[src/rtl/id_ex_hazard_reg.sv]
// ID/EX pipeline register with load/RAW hazard detection for the stalling 5-stage core.
// Optional stall-cycle counter is enabled by defining STALL_CNT_EN.
module id_ex_hazard_reg #(
   parameter int CTRL_W = 16
) (
   input  logic              clk,
   input  logic              rst,
   input  logic              id_valid,
   input  logic [4:0]        id_rs,
   input  logic [4:0]        id_rt,
   input  logic              id_uses_rs,
   input  logic              id_uses_rt,
   input  logic [31:0]       id_op1,
   input  logic [31:0]       id_op2,
   input  logic [31:0]       id_imm,
   input  logic              id_wreg,
   input  logic [4:0]        id_dest,
   input  logic [CTRL_W-1:0] id_ctrl,
   input  logic              mem_wreg,
   input  logic [4:0]        mem_dest,
   input  logic              flush,
   output logic              stall,
   output logic              ex_valid,
   output logic [31:0]       ex_op1,
   output logic [31:0]       ex_op2,
   output logic [31:0]       ex_imm,
   output logic              ex_wreg,
   output logic [4:0]        ex_dest,
   output logic [CTRL_W-1:0] ex_ctrl,
   output logic [31:0]       stall_cnt
);

   logic rs_ex_match;
   logic rs_mem_match;
   logic rt_ex_match;
   logic rt_mem_match;
   logic hazard;

   // A pending write in EX or MEM blocks the reader; WB writes land on the
   // falling edge, so the register file already returns them.
   always_comb begin
      rs_ex_match  = (id_rs != 5'd0) & ex_valid & ex_wreg & (ex_dest == id_rs);
      rs_mem_match = (id_rs != 5'd0) & mem_wreg & (mem_dest == id_rs);
      rt_ex_match  = (id_rt != 5'd0) & ex_valid & ex_wreg & (ex_dest == id_rt);
      rt_mem_match = (id_rt != 5'd0) & mem_wreg & (mem_dest == id_rt);
      hazard = id_valid &
               ((id_uses_rs & (rs_ex_match | rs_mem_match)) |
                (id_uses_rt & (rt_ex_match | rt_mem_match)));
   end

   assign stall = hazard & ~flush & ~rst;

   // ex_valid qualifies every ex_* field; an invalid slot never writes (ex_wreg = 0).
   always_ff @(posedge clk) begin
      if (rst || flush || hazard) begin
         ex_valid <= 1'b0;
         ex_op1   <= 32'd0;
         ex_op2   <= 32'd0;
         ex_imm   <= 32'd0;
         ex_wreg  <= 1'b0;
         ex_dest  <= 5'd0;
         ex_ctrl  <= '0;
      end else begin
         ex_valid <= id_valid;
         ex_op1   <= id_op1;
         ex_op2   <= id_op2;
         ex_imm   <= id_imm;
         ex_wreg  <= id_valid & id_wreg;
         ex_dest  <= id_dest;
         ex_ctrl  <= id_ctrl;
      end
   end

`ifdef STALL_CNT_EN
   logic [31:0] cnt_q;

   always_ff @(posedge clk) begin
      if (rst) begin
         cnt_q <= 32'd0;
      end else if (stall && (cnt_q != 32'hFFFF_FFFF)) begin
         cnt_q <= cnt_q + 32'd1;
      end
   end

   assign stall_cnt = cnt_q;
`else
   assign stall_cnt = 32'd0;
`endif

endmodule

[config.mk]
export PLATFORM = sky130hd
export DESIGN_NAME = id_ex_hazard_reg
export DESIGN_NICKNAME = d
export VERILOG_FILES = /design/src/rtl/id_ex_hazard_reg.sv
export SDC_FILE = /design/constraint.sdc
export NUM_CORES = 1
export LEC_CHECK = 0
export ABC_CLOCK_PERIOD_IN_PS = 2200
export BUFFER_PORTS_ARGS = -buffer_cell sky130_fd_sc_hd__buf_2
export CAP_MARGIN = 20
export CORE_AREA = 2 2 114 116
export CTS_CLUSTER_DIAMETER = 30
export DETAILED_ROUTE_END_ITERATION = 7
export DIE_AREA = 0 0 116 118
export GPL_ROUTABILITY_DRIVEN = 0
export PLACE_DENSITY_LB_ADDON = 0.12
export SLEW_MARGIN = 30
export SYNTH_ARGS = -nofsm -noshare
export SYNTH_HDL_FRONTEND = slang
export SYNTH_SLANG_ARGS = --single-unit
[constraint.sdc]
create_clock -name clk -period 2.2 [get_ports clk]
set_input_delay 0.44 -clock clk [delete_from_list [all_inputs] [get_ports clk]]
set_output_delay 0.44 -clock clk [all_outputs]
set_load 0.01 [all_outputs]
# Word level (Yosys, flattened, before mapping)
# Cells that the tools add are included.
dict set report word_totals {
  inputBits 140
  output_inout_bits 152
  wordCells 36
  ff_bits 119
}
dict set report classes {
  bitwise_logic 21
  n_reduce_logical 4
  eq_ne 4
}
# op n
set ops {}
lappend ops {{5-bit equality test} 4}
lappend ops {{1-bit AND} 16}
lappend ops {{5-bit nonzero test} 2}
lappend ops {{1-bit bitwise OR} 3}
lappend ops {{1-bit logical OR} 2}
lappend ops {{1-bit inverter} 2}

# Logic depth before layout (Yosys ltp)
dict set report logic_depth {
  depth_word 10
  ltp_mapped 7
  ltp_nobuf 5
}

# Least setup slack after synthesis
# Ideal clock, no wire load.
dict set report synth_timing {
  path_kind {input to output}
  from {input mem_dest[4]}
  to {output stall}
  arrival_ps 1649
  slack_ps 111
  path_stages 6
  t_required_ps 1760
  cell_sequence {xor2_1 -> nor4_1 -> a32oi_1 -> o22a_2 -> buf_2 -> nor3_1}
}
dict set report synth_via {
  elab_chain_cells 8
  word_cells_on_any_way 12
}
# element line_no
set synth_lines {}
lappend synth_lines {{start: declaration} 20} ;# input logic [4:0] mem_dest,
lappend synth_lines {{5-bit equality test (on tied branches)} {43, 45}}
lappend synth_lines {{1-bit AND (on tied branches)} {43, 45}}
lappend synth_lines {{1-bit bitwise OR (on tied branches)} {47, 48}}
lappend synth_lines {{1-bit AND (on tied branches)} {47, 48}}
lappend synth_lines {{1-bit bitwise OR (*)} 47} ;# ((id_uses_rs & (rs_ex_match | rs_mem_match)) |
lappend synth_lines {{1-bit AND (*)} 46} ;# hazard = id_valid &
lappend synth_lines {{1-bit AND (*) (2 in series)} 51} ;# assign stall = hazard & ~flush & ~rst;
lappend synth_lines {{end: declaration} 22} ;# output logic stall,
# Mark *: on every way between the ends. The rest lies on a longest branch, timed or not.

# Worst setup path in the final report
dict set report layout_timing {
  from {register ex_dest[1]}
  to {output stall}
}
dict set report layout_via {
  elab_chain_cells 8
  word_cells_on_any_way 12
}
# element line_no
set layout_lines {}
lappend layout_lines {{start: declaration} 28} ;# output logic [4:0] ex_dest,
lappend layout_lines {{start signal: assignment} 69} ;# ex_dest <= id_dest;
lappend layout_lines {{5-bit equality test (on tied branches)} {42, 44}}
lappend layout_lines {{1-bit AND (on tied branches)} {42, 44}}
lappend layout_lines {{1-bit bitwise OR (on tied branches)} {47, 48}}
lappend layout_lines {{1-bit AND (on tied branches)} {47, 48}}
lappend layout_lines {{1-bit bitwise OR (*)} 47}
lappend layout_lines {{1-bit AND (*)} 46}
lappend layout_lines {{1-bit AND (*) (2 in series)} 51}
# Marks and branches as above.

==> impl_metrics.env <==
export IMPL_fp_dieW_microns=116
export IMPL_switching_power_w=0.001184
export IMPL_fillers=1222
export IMPL_finalSetupViolations=1
export IMPL_cp_arrival_ns=1.78
export IMPL_fp_coreArea_sq_um=12410
export IMPL_clock_latency_ns=0.41
export IMPL_placed_cell_area_sq_um=5109
export IMPL_drt_pass1_iterations=4
export IMPL_crit_start="ex_dest[1]"
export IMPL_fin_skew_ns=0.005396
export IMPL_final_cell_mix="259 x buf_2, 118 x and3_1, 117 x dfxtp_1, 32 x conb_1, 18 x xor2_1"
export IMPL_sw_frac_of_total=0.2128
export IMPL_h_tree_depth=4
export IMPL_r2r_slack_ns=0.38
export IMPL_wl_mm=10.61
export IMPL_internal_power_w=0.004381
export IMPL_hold_class="in -> reg"
export IMPL_route_detailed_drc=0
export IMPL_fmax_ghz=0.4513
export IMPL_tritoncts_num_buffers=17
export IMPL_outcome="finished with violations"
export IMPL_port_buffers=259
export IMPL_timing_rr_start="ex_dest[1]"
export IMPL_min_period_ns=2.216
export IMPL_drtIter0Drc=197
export IMPL_synthCells=333
export IMPL_yosys_register_bits=119
export IMPL_grt_pass1_vias=3143
export IMPL_ys_types=20
export IMPL_critPathCaptureType="primary output"
export IMPL_n_antenna_cell=0
export IMPL_crit_fanout=3
export IMPL_total_power_w=0.005565
export IMPL_vias=3252
export IMPL_final_area_sq_um=5744
export IMPL_syn_cell_area_sq_um=3880
export IMPL_ios=292
export IMPL_clock_power_share=0.517
export IMPL_drtAntennaViolNets=0
export IMPL_grt_overflow=0
export IMPL_p_leak_nw=3.364
export IMPL_ir_drop_mv=0.4958
export IMPL_yosys_warnings=0
export IMPL_cts_sinks=119
export IMPL_violations="negative setup slack"
export IMPL_drive_above_1_share=0.4967
export IMPL_seq_power_share=0.408
export IMPL_fp_dieH_microns=118
export IMPL_start_kind="flip-flop"
export IMPL_pwr_share_comb=0.075
export IMPL_required_ns=1.76
export IMPL_ys_seq_area_frac=0.6140
export IMPL_slew_violations=0
export IMPL_start_util=0.3125
export IMPL_syn2layout_area_growth_pct=48.05
export IMPL_vias_per_cell=4.202
export IMPL_min_delay_start="id_op2[4]"
export IMPL_rsz0062_at_grt="true"
export IMPL_cts_setup_buffers=0
export IMPL_synth_area_per_cell_sq_um=11.65
export IMPL_finalWorstSetupSlack_ns=-0.01604
export IMPL_layout_nets=729
export IMPL_hpwl_mm=7.798
export IMPL_report_final_hold_viol_count=0
export IMPL_clock_path_buffers=2
export IMPL_placementRows=41
export IMPL_antenna_found_initial=0
export IMPL_worstSetupPathType="reg -> out"
export IMPL_wl_per_cell_microns=13.71
export IMPL_cts_tree="done"
export IMPL_cts_root_buf="clkbuf_16"
export IMPL_dieArea_sq_um=13690
export IMPL_cts_clk_slew_worst_paths_ns=0.05
export IMPL_cap_violations=0
export IMPL_layout_commonest_cell="buf_2"
export IMPL_grt_pass1_wl_mm=15.97
export IMPL_period_share=1.007
export IMPL_grtUsageTotal=0.1557
export IMPL_grt_max_degree=65
export IMPL_pre_cts_slack_ns=0.02986
export IMPL_timing_setup_tns_ns=-0.01604
export IMPL_power_density_nw_per_um2=968.8
[flip-flops by register name, summed over array words and instances, names as in the netlist]
signal and cells:
ex_wreg 1, ex_ctrl 16, ex_op1 32, ex_op2 32, ex_imm 32, ex_dest 5
ex_valid 1
[path summary, 6_finish.rpt]
check,to,depth (start not counted)
max,stall,6
min,ex_op2[4],2
max reg2reg,ex_ctrl[0],7
min reg2reg,ex_ctrl[15],6
[critical path: stages (launching register included)]
cell and delay (ns):
dfxtp_2 0.35, xor2_1 0.14, nor4_1 0.32, a32oi_1 0.10
o22a_2 0.21, nor3_2 0.10, buf_2 0.15
[metal layers]
metal,GRT usage,wire (microns)
met1,0.1603,4027
met2,0.2573,5084
met3,0.07312,1165
met4,0.08705,336
met5,0,0
[cell families (layout without fill, tap and decap cells)]
kind of cell / after synthesis / count (layout) / share of synthesized area
buf+inv: 58 / 296 / 0.1209
xor+xnor: 20 / 20 / 0.04515
other cells: 1 / 32 / 0.0009665
flops: 119 / 119 / 0.6140
simple gates: 130 / 130 / 0.2080
compound gates: 5 / 5 / 0.01096
[repair_timing]
item,CTS,global route
setup endpoints to repair,1,1
gates resized for setup,3,1
hold buffers,0,0
pin swaps,2,3
hold endpoints to repair,0,0
[Yosys cell counts]
cell type  count  share of area
nor4_1         4         0.0064
dfxtp_1      119           0.61
conb_1         1        0.00097
a32oi_1        2         0.0045
or4_1          2         0.0039
buf_2          1         0.0013
and4_1         1         0.0023
nor2_1         3         0.0029
buf_4         32          0.062
clkbuf_1      13          0.013
xnor2_1        2         0.0045
nor3_1         1         0.0013
and3_1       118           0.19
o22a_2         1         0.0026
clkbuf_2       1         0.0013
buf_12         1         0.0052
buf_8         10          0.039
nand2_1        1        0.00097
o211ai_1       2         0.0039
xor2_1        18          0.041
[through the flow]
| stage | utilization | std cells | hold slack [ns] |
|---|---|---|---|
| finish | 0.4627 | 774 | 0.2536 |
| detailed placement | 0.4115 | 742 | 0.6661 |
| CTS | 0.4626 | 774 | 0.2286 |
| global placement | 0.4115 | 742 | 0.6629 |
| floorplan | - | 364 | 0.5859 |
| global route | 0.4627 | 774 | 0.2286 |
[final cells by class]
cell class | instances | area [sq um] | area share
Clock buffer | 21 | 450.4 | 0.07841
Timing Repair Buffer | 264 | 1359 | 0.2365
Clock inverter | 11 | 171.4 | 0.02984
Tap cell | 172 | 215.2 | 0.03746
Multi-Input combinational cell | 187 | 1164 | 0.2026
Sequential cell | 119 | 2385 | 0.4152
[power by group through the flow]
stage	clock network, W	logic [W]	registers, W
final	0.00288	0.000420	0.00227
after detailed placement	0	0.000421	0.00232
after CTS	0.00295	0.000424	0.00227
after floorplan	0	0.000177	0.00236
after global routing	0.00306	0.000464	0.00228
after global placement	0	0.000420	0.00231
Note: power is estimated with default switching activity, not from simulation.
